[src/rtl/mcs4_axi_host_if.sv]
// AXI4 master-side bundle between mcs4_axi_host and the mcs4_sys slave port.
// Only the signals the host actually drives or consumes are carried.
interface mcs4_axi_host_if #(
   parameter int ADDR_WIDTH = 14,
   parameter int DATA_WIDTH = 32
);
   logic [ADDR_WIDTH-1:0]   awaddr;
   logic [7:0]              awlen;
   logic [2:0]              awsize;
   logic [1:0]              awburst;
   logic                    awvalid;
   logic                    awready;

   logic [DATA_WIDTH-1:0]   wdata;
   logic [DATA_WIDTH/8-1:0] wstrb;
   logic                    wlast;
   logic                    wvalid;
   logic                    wready;

   logic [1:0]              bresp;
   logic                    bvalid;
   logic                    bready;

   logic [ADDR_WIDTH-1:0]   araddr;
   logic [7:0]              arlen;
   logic [2:0]              arsize;
   logic [1:0]              arburst;
   logic                    arvalid;
   logic                    arready;

   logic [DATA_WIDTH-1:0]   rdata;
   logic [1:0]              rresp;
   logic                    rlast;
   logic                    rvalid;
   logic                    rready;

   modport master (
      output awaddr, awlen, awsize, awburst, awvalid,
      input  awready,
      output wdata, wstrb, wlast, wvalid,
      input  wready,
      input  bresp, bvalid,
      output bready,
      output araddr, arlen, arsize, arburst, arvalid,
      input  arready,
      input  rdata, rresp, rlast, rvalid,
      output rready
   );

   modport slave (
      input  awaddr, awlen, awsize, awburst, awvalid,
      output awready,
      input  wdata, wstrb, wlast, wvalid,
      output wready,
      output bresp, bvalid,
      input  bready,
      input  araddr, arlen, arsize, arburst, arvalid,
      output arready,
      output rdata, rresp, rlast, rvalid,
      input  rready
   );
endinterface

[src/rtl/mcs4_axi_host.sv]
// Whole-burst AXI4 master: takes one command, runs AW/W/B or AR/R, then pulses done
// with the worst response seen; a watchdog aborts transfers that stop handshaking.
module mcs4_axi_host #(
   parameter int ADDR_WIDTH = 14,
   parameter int DATA_WIDTH = 32,
   parameter int MAX_LEN    = 256,
   parameter int TIMEOUT    = 1024
) (
   input  logic                  clk,
   input  logic                  rst,
   input  logic                  cmd_valid_i,
   output logic                  cmd_ready_o,
   input  logic                  cmd_write_i,
   input  logic [ADDR_WIDTH-1:0] cmd_addr_i,
   input  logic [7:0]            cmd_len_i,
   input  logic                  wr_valid_i,
   output logic                  wr_ready_o,
   input  logic [DATA_WIDTH-1:0] wr_data_i,
   output logic                  rd_valid_o,
   input  logic                  rd_ready_i,
   output logic [DATA_WIDTH-1:0] rd_data_o,
   output logic                  rd_last_o,
   output logic                  done_o,
   output logic [1:0]            done_resp_o,
   mcs4_axi_host_if.master       m_axi
);

   localparam logic [2:0] AXSIZE = (DATA_WIDTH == 64) ? 3'd3 : 3'd2;
   localparam int         WDW    = (TIMEOUT > 1) ? $clog2(TIMEOUT) : 1;

   typedef enum logic [2:0] {
      S_IDLE, S_AW, S_W, S_B, S_AR, S_R, S_DONE
   } state_e;

   state_e                state_q, state_d;
   logic [ADDR_WIDTH-1:0] addr_q, addr_d;
   logic [7:0]            len_q, len_d;
   logic                  write_q, write_d;
   logic [8:0]            cnt_q, cnt_d;
   logic [1:0]            acc_q, acc_d;
   logic [WDW-1:0]        wdog_q, wdog_d;

   logic                  hs;
   logic                  busy;
   logic                  bad_len;
   logic                  timeout_hit;

   function automatic logic [1:0] resp_max(input logic [1:0] a, input logic [1:0] b);
      return (a > b) ? a : b;
   endfunction

   always_ff @(posedge clk) begin
      if (rst) begin
         state_q <= S_IDLE;
         addr_q  <= '0;
         len_q   <= '0;
         write_q <= 1'b0;
         cnt_q   <= '0;
         acc_q   <= '0;
         wdog_q  <= '0;
      end else begin
         state_q <= state_d;
         addr_q  <= addr_d;
         len_q   <= len_d;
         write_q <= write_d;
         cnt_q   <= cnt_d;
         acc_q   <= acc_d;
         wdog_q  <= wdog_d;
      end
   end

   assign m_axi.awaddr  = addr_q;
   assign m_axi.awlen   = len_q;
   assign m_axi.awsize  = AXSIZE;
   assign m_axi.awburst = 2'b01;
   assign m_axi.wstrb   = '1;
   assign m_axi.araddr  = addr_q;
   assign m_axi.arlen   = len_q;
   assign m_axi.arsize  = AXSIZE;
   assign m_axi.arburst = 2'b01;

   assign bad_len     = int'({1'b0, cmd_len_i}) >= MAX_LEN;
   assign busy        = (state_q != S_IDLE) && (state_q != S_DONE);
   assign timeout_hit = (TIMEOUT != 0) && (wdog_q == WDW'(TIMEOUT - 1));

   // Channel outputs are only live in their own state, so AW and W can never overlap.
   always_comb begin
      state_d       = state_q;
      addr_d        = addr_q;
      len_d         = len_q;
      write_d       = write_q;
      cnt_d         = cnt_q;
      acc_d         = acc_q;
      wdog_d        = wdog_q;
      hs            = 1'b0;
      cmd_ready_o   = 1'b0;
      wr_ready_o    = 1'b0;
      rd_valid_o    = 1'b0;
      rd_data_o     = '0;
      rd_last_o     = 1'b0;
      done_o        = 1'b0;
      done_resp_o   = 2'b00;
      m_axi.awvalid = 1'b0;
      m_axi.wvalid  = 1'b0;
      m_axi.wdata   = '0;
      m_axi.wlast   = 1'b0;
      m_axi.bready  = 1'b0;
      m_axi.arvalid = 1'b0;
      m_axi.rready  = 1'b0;

      unique case (state_q)
         S_IDLE: begin
            cmd_ready_o = 1'b1;
            cnt_d       = '0;
            wdog_d      = '0;
            if (cmd_valid_i) begin
               addr_d  = cmd_addr_i;
               len_d   = cmd_len_i;
               write_d = cmd_write_i;
               if (bad_len) begin
                  acc_d   = 2'b10;
                  state_d = S_DONE;
               end else begin
                  state_d = cmd_write_i ? S_AW : S_AR;
               end
            end
         end
         S_AW: begin
            m_axi.awvalid = 1'b1;
            if (m_axi.awready) begin
               hs      = 1'b1;
               state_d = S_W;
            end
         end
         S_W: begin
            m_axi.wvalid = wr_valid_i;
            wr_ready_o   = m_axi.wready;
            m_axi.wdata  = wr_data_i;
            m_axi.wlast  = (cnt_q == {1'b0, len_q});
            if (wr_valid_i && m_axi.wready) begin
               hs    = 1'b1;
               cnt_d = cnt_q + 9'd1;
               if (cnt_q == {1'b0, len_q}) state_d = S_B;
            end
         end
         S_B: begin
            m_axi.bready = 1'b1;
            if (m_axi.bvalid) begin
               hs      = 1'b1;
               acc_d   = resp_max(acc_q, m_axi.bresp);
               state_d = S_DONE;
            end
         end
         S_AR: begin
            m_axi.arvalid = 1'b1;
            if (m_axi.arready) begin
               hs      = 1'b1;
               state_d = S_R;
            end
         end
         S_R: begin
            m_axi.rready = rd_ready_i;
            rd_valid_o   = m_axi.rvalid;
            rd_data_o    = m_axi.rdata;
            rd_last_o    = m_axi.rlast;
            if (m_axi.rvalid && rd_ready_i) begin
               hs    = 1'b1;
               cnt_d = cnt_q + 9'd1;
               acc_d = resp_max(acc_q, m_axi.rresp);
               if (m_axi.rlast) begin
                  state_d = S_DONE;
                  // A slave that ends the burst early or late is reported as SLVERR.
                  if (cnt_q != {1'b0, len_q}) acc_d = resp_max(acc_d, 2'b10);
               end
            end
         end
         S_DONE: begin
            done_o      = 1'b1;
            done_resp_o = acc_q;
            acc_d       = '0;
            wdog_d      = '0;
            state_d     = S_IDLE;
         end
         default: state_d = S_IDLE;
      endcase

      // Abort leaves the slave wherever it was; this is a bench aid, not bus recovery.
      if (busy && (TIMEOUT != 0)) begin
         if (hs) begin
            wdog_d = '0;
         end else if (timeout_hit) begin
            wdog_d  = '0;
            acc_d   = 2'b11;
            state_d = S_DONE;
         end else begin
            wdog_d = wdog_q + 1'b1;
         end
      end
   end

endmodule

[src/flat_wrapper.sv]
// flat-port wrapper written by rule: the top's interface ports become plain ports
module mcs4_axi_host_flat 
#(
   parameter int ADDR_WIDTH = 14,
   parameter int DATA_WIDTH = 32,
   parameter int MAX_LEN    = 256,
   parameter int TIMEOUT    = 1024
)
  (clk, rst, cmd_valid_i, cmd_ready_o, cmd_write_i, cmd_addr_i, cmd_len_i, wr_valid_i, wr_ready_o, wr_data_i, rd_valid_o, rd_ready_i, rd_data_o, rd_last_o, done_o, done_resp_o, m_axi_awaddr, m_axi_awlen, m_axi_awsize, m_axi_awburst, m_axi_awvalid, m_axi_awready, m_axi_wdata, m_axi_wstrb, m_axi_wlast, m_axi_wvalid, m_axi_wready, m_axi_bresp, m_axi_bvalid, m_axi_bready, m_axi_araddr, m_axi_arlen, m_axi_arsize, m_axi_arburst, m_axi_arvalid, m_axi_arready, m_axi_rdata, m_axi_rresp, m_axi_rlast, m_axi_rvalid, m_axi_rready);
  mcs4_axi_host_if #(.ADDR_WIDTH(ADDR_WIDTH), .DATA_WIDTH(DATA_WIDTH)) m_axi_i ();
  input  logic clk;
  input  logic rst;
  input  logic cmd_valid_i;
  output logic cmd_ready_o;
  input  logic cmd_write_i;
  input  logic [ADDR_WIDTH-1:0] cmd_addr_i;
  input  logic [7:0] cmd_len_i;
  input  logic wr_valid_i;
  output logic wr_ready_o;
  input  logic [DATA_WIDTH-1:0] wr_data_i;
  output logic rd_valid_o;
  input  logic rd_ready_i;
  output logic [DATA_WIDTH-1:0] rd_data_o;
  output logic rd_last_o;
  output logic done_o;
  output logic [1:0] done_resp_o;
  output wire logic [$bits(m_axi_i.awaddr)-1:0] m_axi_awaddr;
  output wire logic [$bits(m_axi_i.awlen)-1:0] m_axi_awlen;
  output wire logic [$bits(m_axi_i.awsize)-1:0] m_axi_awsize;
  output wire logic [$bits(m_axi_i.awburst)-1:0] m_axi_awburst;
  output wire logic [$bits(m_axi_i.awvalid)-1:0] m_axi_awvalid;
  input wire logic [$bits(m_axi_i.awready)-1:0] m_axi_awready;
  output wire logic [$bits(m_axi_i.wdata)-1:0] m_axi_wdata;
  output wire logic [$bits(m_axi_i.wstrb)-1:0] m_axi_wstrb;
  output wire logic [$bits(m_axi_i.wlast)-1:0] m_axi_wlast;
  output wire logic [$bits(m_axi_i.wvalid)-1:0] m_axi_wvalid;
  input wire logic [$bits(m_axi_i.wready)-1:0] m_axi_wready;
  input wire logic [$bits(m_axi_i.bresp)-1:0] m_axi_bresp;
  input wire logic [$bits(m_axi_i.bvalid)-1:0] m_axi_bvalid;
  output wire logic [$bits(m_axi_i.bready)-1:0] m_axi_bready;
  output wire logic [$bits(m_axi_i.araddr)-1:0] m_axi_araddr;
  output wire logic [$bits(m_axi_i.arlen)-1:0] m_axi_arlen;
  output wire logic [$bits(m_axi_i.arsize)-1:0] m_axi_arsize;
  output wire logic [$bits(m_axi_i.arburst)-1:0] m_axi_arburst;
  output wire logic [$bits(m_axi_i.arvalid)-1:0] m_axi_arvalid;
  input wire logic [$bits(m_axi_i.arready)-1:0] m_axi_arready;
  input wire logic [$bits(m_axi_i.rdata)-1:0] m_axi_rdata;
  input wire logic [$bits(m_axi_i.rresp)-1:0] m_axi_rresp;
  input wire logic [$bits(m_axi_i.rlast)-1:0] m_axi_rlast;
  input wire logic [$bits(m_axi_i.rvalid)-1:0] m_axi_rvalid;
  output wire logic [$bits(m_axi_i.rready)-1:0] m_axi_rready;
  assign m_axi_awaddr = m_axi_i.awaddr;
  assign m_axi_awlen = m_axi_i.awlen;
  assign m_axi_awsize = m_axi_i.awsize;
  assign m_axi_awburst = m_axi_i.awburst;
  assign m_axi_awvalid = m_axi_i.awvalid;
  assign m_axi_i.awready = m_axi_awready;
  assign m_axi_wdata = m_axi_i.wdata;
  assign m_axi_wstrb = m_axi_i.wstrb;
  assign m_axi_wlast = m_axi_i.wlast;
  assign m_axi_wvalid = m_axi_i.wvalid;
  assign m_axi_i.wready = m_axi_wready;
  assign m_axi_i.bresp = m_axi_bresp;
  assign m_axi_i.bvalid = m_axi_bvalid;
  assign m_axi_bready = m_axi_i.bready;
  assign m_axi_araddr = m_axi_i.araddr;
  assign m_axi_arlen = m_axi_i.arlen;
  assign m_axi_arsize = m_axi_i.arsize;
  assign m_axi_arburst = m_axi_i.arburst;
  assign m_axi_arvalid = m_axi_i.arvalid;
  assign m_axi_i.arready = m_axi_arready;
  assign m_axi_i.rdata = m_axi_rdata;
  assign m_axi_i.rresp = m_axi_rresp;
  assign m_axi_i.rlast = m_axi_rlast;
  assign m_axi_i.rvalid = m_axi_rvalid;
  assign m_axi_rready = m_axi_i.rready;
  mcs4_axi_host #(.ADDR_WIDTH(ADDR_WIDTH), .DATA_WIDTH(DATA_WIDTH), .MAX_LEN(MAX_LEN), .TIMEOUT(TIMEOUT)) u_core (.clk(clk), .rst(rst), .cmd_valid_i(cmd_valid_i), .cmd_ready_o(cmd_ready_o), .cmd_write_i(cmd_write_i), .cmd_addr_i(cmd_addr_i), .cmd_len_i(cmd_len_i), .wr_valid_i(wr_valid_i), .wr_ready_o(wr_ready_o), .wr_data_i(wr_data_i), .rd_valid_o(rd_valid_o), .rd_ready_i(rd_ready_i), .rd_data_o(rd_data_o), .rd_last_o(rd_last_o), .done_o(done_o), .done_resp_o(done_resp_o), .m_axi(m_axi_i));
endmodule
[config.mk]
export PLATFORM = sky130hd
export DESIGN_NAME = mcs4_axi_host_flat
export DESIGN_NICKNAME = d
export VERILOG_FILES = /design/src/rtl/mcs4_axi_host_if.sv /design/src/rtl/mcs4_axi_host.sv /design/src/flat_wrapper.sv
export SDC_FILE = /design/constraint.sdc
export NUM_CORES = 1
export LEC_CHECK = 0
export ABC_AREA = 1
export BUFFER_PORTS_ARGS = -buffer_cell sky130_fd_sc_hd__buf_4
export CELL_PAD_IN_SITES_DETAIL_PLACEMENT = 0
export CELL_PAD_IN_SITES_GLOBAL_PLACEMENT = 1
export CORE_MARGIN = 3
export CORE_UTILIZATION = 28
export CTS_CLUSTER_SIZE = 12
export DETAILED_ROUTE_END_ITERATION = 10
export GPL_ROUTABILITY_DRIVEN = 0
export PLACE_DENSITY_LB_ADDON = 0.15
export RECOVER_POWER = 50
export SLEW_MARGIN = 20
export SYNTH_ARGS = -nofsm -noshare
export SYNTH_HDL_FRONTEND = slang
export SYNTH_SLANG_ARGS = --single-unit
export TNS_END_PERCENT = 30
[constraint.sdc]
create_clock -name clk -period 3.6 [get_ports clk]
set_input_delay 0.36 -clock clk [delete_from_list [all_inputs] [get_ports clk]]
set_output_delay 0.36 -clock clk [all_outputs]
set_load 0.02 [all_outputs]
==> results of run 1 <==
layout by cell type (no fill, tap or decap), drive strengths merged, types with 3 or more instances in the layout:
| master | count |
|---|---|
| buf | 155 |
| inv | 115 |
| nor2 | 105 |
| nand2 | 86 |
| clkbuf | 73 |
| dfxtp | 46 |
| a21oi | 34 |
| nand3 | 32 |
| o21ai | 17 |
| conb | 14 |
| ha | 8 |
| xor2 | 7 |
| nor3 | 3 |
| nand4 | 3 |
| o22ai | 3 |
| xnor2 | 3 |
worst min path at each step:
stage                              end  slack (ps)
6_report        u_core.m_axi.araddr[7]         350
5_1_grt         u_core.m_axi.araddr[2]         350
4_1_cts        u_core.m_axi.araddr[11]         350
3_5_place_dp          u_core.wdog_q[0]         440
3_3_place_gp          u_core.wdog_q[0]         430
2_1_floorplan         u_core.wdog_q[0]         420
power by group:
group          switching (mW)  internal, mW  total [mW]
Sequential             0.0352         0.544       0.579
Clock                   0.198         0.417       0.615
Combinational           0.337         0.190       0.527
flip-flops by register name, indices dropped and copies added (netlist names):
register             count
u_core.acc_q             2
u_core.state_q           3
u_core.cnt_q             9
u_core.m_axi.araddr     14
u_core.wdog_q           10
u_core.m_axi.arlen       8
worst max-delay path, stage by stage (launching register included):
cell and delay, ps:
dfxtp_1 350, inv_1 120, nor2_1 50, nand2_1 970, nor2_1 130, inv_1 170
nand2_1 110, nor2_4 100, nand3_1 240, nor3b_1 250
layer usage:
layer	GRT usage	up-vias	share of wire
li1	-	1918	-
met4	0.0277	0	0.0098
met1	0.176	1595	0.41
met5	0	-	0
met2	0.274	161	0.50
met3	0.0312	8	0.082
cell type report:
cell class | instances | area (sq um) | area share
clock buffers | 6 | 139 | 0.0294
flip-flops and latches | 46 | 921 | 0.195
repair buffers | 222 | 1420 | 0.300
inverters | 115 | 432 | 0.0914
multi-input cells | 328 | 1580 | 0.334
well taps | 140 | 175 | 0.0371
clock inverters | 2 | 60.1 | 0.0127
cells in the mapped netlist:
library cell	count	area, sq um
clkbuf_1	8	30.0
inv_2	7	26.3
buf_4	38	285
a211oi_2	1	12.5
nand3b_1	2	15.0
conb_1	2	7.51
nand2_1	78	293
a22oi_1	1	7.51
nand2_4	3	33.8
nand3_2	1	10.0
a21oi_1	34	170
nand4_1	3	18.8
o211ai_1	2	15.0
o21ai_0	14	70.1
nor3b_2	1	12.5
and3_1	2	12.5
buf_1	3	11.3
nand2_2	5	31.3
a41oi_1	1	8.76
nor2_2	2	12.5
nor2_1	100	375
xnor2_1	3	26.3
a211oi_1	1	7.51
or2_2	2	12.5
nand3_4	2	35.0
nand3_1	29	145
o22ai_1	3	18.8
ha_1	8	100
o21ai_1	3	15.0
dfxtp_1	46	921
inv_1	108	405
nor3_2	1	10.0
xor2_1	7	61.3
buf_2	3	15.0
nor2_4	3	33.8
buf_6	1	11.3
nor3_1	2	10.0
cells by family after synthesis:
logic type,count (synthesis)
buffers and inverters,168
AND/OR/NAND/NOR,236
XOR/XNOR,10
flip-flops,46
AO/OA/AOI/OAI,60
other,2
adder cells (fa/ha/maj),8
metrics by stage:
stage / std cells / hold WS [ps] / power, mW / cell area [sq um] / worst slack [ps]
floorplan: 542 / 418 / 0.975 / 3330 / 1860
global route: 859 / 352 / 1.82 / 4720 / 705
CTS: 859 / 351 / 1.81 / 5020 / 1280
finish: 859 / 355 / 1.72 / 4720 / 1020
global placement: 851 / 428 / 1.18 / 4820 / 1410
detailed placement: 851 / 441 / 1.18 / 4820 / 1300
==> metrics.md, run 1 <==
| Metric | Value |
|---|---|
| Total GRT Usage | 0.148 |
| Global route total overflow | 0 |
| Worst setup SP type | flop |
| Fin crit share | 0.716 |
| Chip width | 114 um |
| Effective utilization at floorplan | 0.294 |
| Antenna Nets Post-Route | 0 |
| Num rows | 38 |
| Worst vdd ir | about 0.22 mV |
| Setup crit end kind | flop |
| Slew HR | 0.109 |
| Synth warnings | 0 |
| Via count | 3682 |
| Initial antenna violation count | 0 |
| Slew @ Worst Pin | 1330 ps |
| Mean Syn Cell Area | roughly 6.2 sq um |
| Layout Nets | between 800 and 900 |
| CP Max Fanout | 42 |
| I/O Pins | roughly 240 |
| Hold Vio Cnt, Final | 0 |
| H-Tree Depth | 2 |
| Routed wire length | 10.6 mm |
| Post-synthesis xor/xnor area fraction | 0.0266 |
| R2r startpoint | u_core.state_q[0] |
| Worst-path clk slew | approximately 60 ps |
| Min-delay src | cmd_addr_i[7] |
| Clock Path Buffers | 2 |
| Fmax | 0.388 GHz |
| DIE HEIGHT | ~110 um |
| Port buffer count | approximately 220 |
| P_leak | between 2 and 3 nW |
| CP Launch Point | u_core.state_q[0] |
| Worst R2R Path Depth | 9 |
| Via density | about 4.3 |
| DIE AREA | 13100 sq um |
| Mux contribution to synthesized area | 0 |
| Final period demand of the worst path | 2580 ps |
| Hold buffer count at cts | 0 |
| Worst R2R Setup Slack | 1020 ps |
| Crit path to | u_core.wdog_q[2] |
| First-pass GRT wire length | 15.9 mm |
| Pins Over Slew Limit | 0 |
| Adder and majority cell fraction of the synthesized area | 0.0305 |
| Root buf cell | clkbuf_16 |
| Largest family of logic cells by synthesized area | simple AND/OR/NAND/NOR gates |
| Worst reg2reg endpoint | u_core.wdog_q[2] |
| Finished Core Util | 0.423 |
| Status | complete, no violations |
| Worst Path Arrival | approximately 2800 ps |
| CTS tree | built |
| Drt first-iter violations | 120 |
| Clk sinks | 46 |
| Layout cell share with drive strength beyond 1 | 0.252 |
| DRT Pass-1 Iters | 4 |
| RSZ-0062 raised after global routing | no |
| Synth cell types | 37 |
| Filler Cells Inserted | ~1300 |
| Critical Path RT | ~3800 ps |
| Post-synthesis compound-gate area fraction | 0.0990 |
| Vias in the first global route | between 3000 and 4000 |
| Largest net degree at the start of global routing | between 40 and 50 |
| Power density cells | 365 nW/um^2 |
| Max-Cap Viols | 0 |
| CTS resizes | 0 |
| HPWL reported at the end of detailed placement | 8.65 mm |
| Simple-Gate Fraction of Synth Area | 0.323 |
| Core area | roughly 11000 sq um |
| Area growth syn-to-layout | 43.6% |
| Clk_skew | roughly 7.7 ps |
| Num CTS Buffers | 5 |
| Final setup fails | 0 |
| Diode count | 0 |
| Setup Crit Path Kind | reg2reg |
| WL per Instance | between 10 and 15 um |
| DRC viols | 0 |
| Hold Crit Class | in2reg |
| Seq cells post-synth | between 40 and 50 |
| Post-CTS setup buffers | 0 |
| Clock Latency Late Sink | between 200 and 300 ps |
| Seq/Total Area, Yosys | 0.280 |
| WHS Path Cells | 3 |
| Cell area after synthesis | between 3000 and 4000 sq um |
| Setup TNS | 0 ps |
| Post-Syn Instances | 530 |
Power figures use the tool's default switching activity.
==> run 2, diff against run 1 <==
CORE_UTILIZATION = 24   (was 28)
clock period = 2.1 ns   (was 3.6 ns; I/O delays follow)
==> run 2 against run 1 <==
  * Sequential power up 71%
  * Setup slack worse by 770 ps
  * Combinational power up 80%
  * Maximum frequency up 39%
  * Sequential share of layout area down 0.58 points
  * Sequential cell count unchanged
  * Register-to-register slack worse by 770 ps
  * Utilization down 5.7 points
  * Non-clock buffer count up 6
==> metrics.md, run 2 (same netlist as run 1, synthesis figures left out) <==
| Metric | Value |
|---|---|
| Status | complete, no violations (unchanged) |
| Most frequent cells in the layout | buf_4, inv_1, nor2_1 (unchanged) |
| Layout Nets | 834 (was 828) |
| Hold Crit Class | in2reg (unchanged) |
| Setup Crit Path Kind | reg2reg (unchanged) |
| WL per Instance | 12.2 um (was 12.4 um) |
| Drt first-iter violations | 108 (was 120) |
| Final setup fails | 0 (unchanged) |
| Global route total overflow | 0 (unchanged) |
| Setup crit end kind | flop (unchanged) |
| Antenna Nets Post-Route | 0 (unchanged) |
| Commonest non-fill, non-tap cell in the layout | buf_4 (unchanged) |
| P_leak | 2.64 nW (was 2.53 nW) |
| Worst setup SP type | flop (unchanged) |
| Slew HR | 0.594 (was 0.109) |
| Pins Over Slew Limit | 0 (unchanged) |
| Root buf cell | clkbuf_16 (unchanged) |
| Critical Path RT | 2320 ps (was 3800 ps) |
| Port buffer count | 222 (unchanged) |
| Num CTS Buffers | 5 (unchanged) |
| Min-delay src | cmd_addr_i[6] (was cmd_addr_i[7]) |
| RSZ-0062 raised after global routing | no (unchanged) |
| WHS Endpoint | u_core.m_axi.araddr[6] (was u_core.m_axi.araddr[7]) |
| Clock Latency Late Sink | 300 ps (was 280 ps) |
| Layout cell share with drive strength beyond 1 | 0.288 (was 0.252) |
| Fmax | 0.541 GHz (was 0.388 GHz) |
| Clk sinks | 46 (unchanged) |
| CP Max Fanout | 8 (was 42) |
| Largest net degree at the start of global routing | 36 (was 43) |
| Vias in the first global route | 3251 (was 3311) |
| DRC viols | 0 (unchanged) |
| Clk_skew | 8.29 ps (was 7.71 ps) |
| Via count | 3714 (was 3682) |
| Routed wire length | 11.0 mm (was 10.6 mm) |
| CTS tree | built (unchanged) |
| Via density | 4.12 (was 4.29) |
| Fin crit share | 0.880 (was 0.716) |
| Largest register FFs | 14 (unchanged) |
| Filler Cells Inserted | 1485 (was 1256) |
| Worst-path clk slew | 70 ps (was 60 ps) |
| Hold Vio Cnt, Final | 0 (unchanged) |
| Initial antenna violation count | 0 (unchanged) |
| Final period demand of the worst path | 1850 ps (was 2580 ps) |
| Slew @ Worst Pin | 610 ps (was 1330 ps) |
| Worst vdd ir | 0.359 mV (was 0.215 mV) |
| Worst reg2reg endpoint | u_core.wdog_q[2] (unchanged) |
| Clock Path Buffers | 2 (unchanged) |
| Core area | 13300 sq um (was 11200 sq um) |
| HPWL reported at the end of detailed placement | 8.90 mm (was 8.65 mm) |
| Finished Core Util | 0.366 (was 0.423) |
| Area growth syn-to-layout | 48.0% (was 43.6%) |
| Diode count | 0 (unchanged) |
| Chip width | 123 um (was 114 um) |
| Worst R2R Path Depth | 10 (was 9) |
| Num rows | 42 (was 38) |
| Max-Cap Viols | 0 (unchanged) |
| DIE HEIGHT | 123 um (was 114 um) |
| WHS Path Cells | 3 (unchanged) |
| I/O Pins | 237 (unchanged) |
| H-Tree Depth | 2 (unchanged) |
| Setup TNS | 0 ps (unchanged) |
| Hold buffer count at cts | 0 (unchanged) |
| First-pass GRT wire length | 15.9 mm (about the same) |
| Worst R2R Setup Slack | 250 ps (was 1020 ps) |
| Worst Path Arrival | 2070 ps (was 2780 ps) |
| DIE AREA | 15100 sq um (was 13100 sq um) |
| Power density cells | 595 nW/um^2 (was 365 nW/um^2) |
| DRT Pass-1 Iters | 4 (unchanged) |
| R2r startpoint | u_core.state_q[2] (was u_core.state_q[0]) |
| Effective utilization at floorplan | 0.247 (was 0.294) |
| Total GRT Usage | 0.132 (was 0.148) |
==> run 2: routing by layer <==
metal	vias to the layer above	wire, um	share of wire	global-route usage
met1	1621	4370	0.40	0.153
li1	1933	-	-	-
met5	-	0	0	0
met2	153	5510	0.50	0.246
met4	0	101	0.0092	0.0277
met3	7	999	0.091	0.0302
==> run 2: per-stage QoR <==
step	setup slack [ps]	power [mW]	std cells	cell area (sq um)	hold slack (ps)
floorplan	506	1.67	542	3330	283
global placement	490	2.07	893	4910	430
detailed placement	438	2.07	893	4910	442
CTS	147	3.06	901	5080	173
global route	15.6	3.07	901	4860	186
finish	252	2.90	901	4860	184
==> run 2: worst max path at each step <==
stage | start | to | depth (start not counted)
after global routing | u_core.cnt_q[1] | m_axi_wlast | 9
final | u_core.state_q[2] | u_core.wdog_q[2] | 10
after floorplan | u_core.state_q[0] | rd_data_o[10] | 6
after CTS | u_core.state_q[0] | rd_data_o[11] | 6
after global placement | u_core.wdog_q[0] | u_core.acc_q[1] | 11
after detailed placement | u_core.state_q[0] | u_core.cnt_q[8] | 10
==> run 2: final cells by class <==
type	instances	area (sq um)	share of cell area
clock buffers	5	125	0.0257
clock inverters	3	47.5	0.00977
inverters	115	432	0.0887
multi-input cells	328	1580	0.325
flip-flops and latches	46	921	0.189
well taps	176	220	0.0453
repair buffers	228	1540	0.317
==> run 2: timing repair <==
item                       in CTS  in global routing
gates resized for setup         0                  1
setup endpoints to repair       0                 11
setup buffers                   0                  0
==> run 2: power by group <==
part / total [mW] / switching [mW] / leakage (nW) / internal [mW]
Combinational: 0.947 / 0.593 / 2.18 / 0.354
Clock: 0.957 / 0.386 / 0.0848 / 0.571
Sequential: 0.991 / 0.0601 / 0.375 / 0.931
==> run 2: critical path, stage by stage (launching register included) <==
cell     delay (ps)
dfxtp_1         440
inv_2            80
nand3_1         170
inv_1           130
nand2_4         100
nand2_4          50
nor2_1          130
nand2_1         110
nor2_4           90
nand3_1         260
nor3b_2         230
==> run 3, diff against run 2 <==
CORE_ASPECT_RATIO = 0.9   (was default)
PLACE_DENSITY = 0.87   (was default)
PLACE_DENSITY_LB_ADDON = default   (was 0.15)
==> run 3 against run 2 <==
  * Register-to-register slack got worse by 30 ps
  * Non-clock buffer count rose by 1
  * First-iteration DRC count grew 120%
  * Critical path type is now reg2out
  * Highest routed layer unchanged
==> metrics.md, run 3 (same netlist as run 1, synthesis figures left out) <==
| Metric | Value |
|---|---|
| Largest register FFs | 14 (unchanged) |
| Initial antenna violation count | 0 (unchanged) |
| Fmax | 0.525 GHz (was 0.541 GHz) |
| CTS resizes | 0 (unchanged) |
| Layout cell share with drive strength beyond 1 | 0.282 (was 0.288) |
| Final setup fails | 0 (unchanged) |
| Layout Nets | 835 (was 834) |
| Commonest non-fill, non-tap cell in the layout | buf_4 (unchanged) |
| Root buf cell | clkbuf_16 (unchanged) |
| Via count | 3698 (was 3714) |
| Worst Path Arrival | 1690 ps (was 2070 ps) |
| R2r startpoint | u_core.state_q[0] (was u_core.state_q[2]) |
| Critical Path RT | 1890 ps (was 2320 ps) |
| Status | complete, no violations (unchanged) |
| Final WS setup | 197 ps (was 252 ps) |
| Num rows | 39 (was 42) |
| Slowest stage cell, crit path | dfxtp_1 (unchanged) |
| Hold buffer count at cts | 0 (unchanged) |
| Worst R2R Path Depth | 10 (unchanged) |
| Antenna Nets Post-Route | 0 (unchanged) |
| Slew HR | 0.617 (was 0.594) |
| Vias in the first global route | 3187 (was 3251) |
| Clock Latency Late Sink | 280 ps (was 300 ps) |
| Routed wire length | 10.7 mm (was 11.0 mm) |
| DIE HEIGHT | 117 um (was 123 um) |
| Clock Path Buffers | 2 (unchanged) |
| DRT Pass-1 Iters | 4 (unchanged) |
| WL per Instance | 12.0 um (was 12.2 um) |
| Slew @ Worst Pin | 574 ps (was 610 ps) |
| Dpl cell area | 4900 sq um (was 4910 sq um) |
| Diode count | 0 (unchanged) |
| Drt first-iter violations | 242 (was 108) |
| Max-Cap Viols | 0 (unchanged) |
| Effective utilization at floorplan | 0.252 (was 0.247) |
| Inst Count DP | 882 (was 893) |
| DRC viols | 0 (unchanged) |
| First-pass GRT wire length | 15.4 mm (was 15.9 mm) |
| Most frequent cells in the layout | buf_4, inv_1, nor2_1 (unchanged) |
| Critical-path cell list | inv_1 -> nand2_1 -> nor2_1 -> inv_2 -> buf_4 -> nor2_1 -> buf_4 (was inv_2 -> nand3_1 -> inv_1 -> nand2_4 -> nand2_4 -> nor2_1 -> nand2_1 -> nor2_4 -> nand3_1 -> nor3b_2) |
| Num CTS Buffers | 5 (unchanged) |
| CP max stage delay | 360 ps (was 440 ps) |
| Worst-path clk slew | 60 ps (was 70 ps) |
| Setup crit end kind | output port (was flop) |
| Port buffer count | 222 (unchanged) |
| Clk sinks | 46 (unchanged) |
| I/O Pins | 237 (unchanged) |
| CP Max Fanout | 34 (was 8) |
| CTS tree | built (unchanged) |
| Pre-CTS setup slack | 437 ps (was 438 ps) |
| Crit path to | m_axi_wdata[30] (was u_core.wdog_q[2]) |
| Worst reg2reg endpoint | u_core.acc_q[0] (was u_core.wdog_q[2]) |
| Area growth syn-to-layout | 46.7% (was 48.0%) |
| Power density cells | 566 nW/um^2 (was 595 nW/um^2) |
| Hold Vio Cnt, Final | 0 (unchanged) |
| Setup TNS | 0 ps (unchanged) |
| Worst setup SP type | flop (unchanged) |
| Setup Crit Path Kind | reg2out (was reg2reg) |
| RSZ-0062 raised after global routing | no (unchanged) |
| Via density | 4.16 (was 4.12) |
| Global route total overflow | 0 (unchanged) |
| Fin crit share | 0.906 (was 0.880) |
| Worst vdd ir | 0.386 mV (was 0.359 mV) |
| PnR Total Power | 2.73 mW (was 2.90 mW) |
| P_leak | 2.62 nW (was 2.64 nW) |
| Core area | 13000 sq um (was 13300 sq um) |
| Total GRT Usage | 0.124 (was 0.132) |
| Worst R2R Setup Slack | 220 ps (was 250 ps) |
| Pins Over Slew Limit | 0 (unchanged) |
| DIE AREA | 15100 sq um (about the same) |
| Post-CTS setup buffers | 0 (unchanged) |
| Clk_skew | 6.96 ps (was 8.29 ps) |
| Non-filler cells, final | 890 (was 901) |
| Largest net degree at the start of global routing | 35 (was 36) |
| HPWL reported at the end of detailed placement | 8.80 mm (was 8.90 mm) |
| Final period demand of the worst path | 1900 ps (was 1850 ps) |
| Post-route cell area | 4820 sq um (was 4860 sq um) |
| CP Launch Point | u_core.state_q[2] (unchanged) |
| H-Tree Depth | 2 (unchanged) |
| Hold Crit Class | in2reg (unchanged) |
| Chip width | 129 um (was 123 um) |
run 3: cell count changes in the layout (fill, tap and decap cells not counted), moves of 2 or more:
cell and delta:
inv_1 +2, inv_2 -2, inv_6 -2, clkbuf_1 +2
run 3: per-layer routing:
metal	up-vias	GRT usage	wire length (um)
li1	1924	-	-
met1	1611	0.170	4540
met2	161	0.201	4970
met3	2	0.0322	1120
met4	0	0.0168	24
met5	-	0	0
run 3: final cells by class:
class | count | area [sq um]
Fill cell | 1491 | 8210
Multi-Input combinational cell | 328 | 1580
Timing Repair Buffer | 229 | 1530
Sequential cell | 46 | 921
Inverter | 115 | 432
Tap cell | 164 | 205
Clock buffer | 6 | 139
Clock inverter | 2 | 12.5
run 3: power by group:
part           internal (mW)  switching, mW
clock                  0.471          0.328
sequential             0.932         0.0581
combinational          0.347          0.594
run 3: stage by stage:
stage               utilization  hold WS, ps
global route              0.370          201
floorplan                     -          283
finish                    0.370          205
detailed placement        0.376          446
global placement          0.376          432
CTS                       0.388          200
run 3: critical path: cells and delay by family (launching register included):
family / cells / cell delay (ps)
and+or+nand+nor: 3 / 440
DFF: 1 / 360
buffers and inverters: 4 / 620
run 3: how the worst min path moves through the flow:
stage | startpoint | cells past startpoint | end
after floorplan | rst | 1 | u_core.cnt_q[4]
after global placement | u_core.wdog_q[0] | 1 | u_core.wdog_q[0]
after detailed placement | u_core.wdog_q[0] | 1 | u_core.wdog_q[0]
after CTS | cmd_addr_i[4] | 3 | u_core.m_axi.araddr[4]
after global routing | cmd_len_i[7] | 3 | u_core.m_axi.arlen[7]
final | cmd_addr_i[6] | 3 | u_core.m_axi.araddr[6]
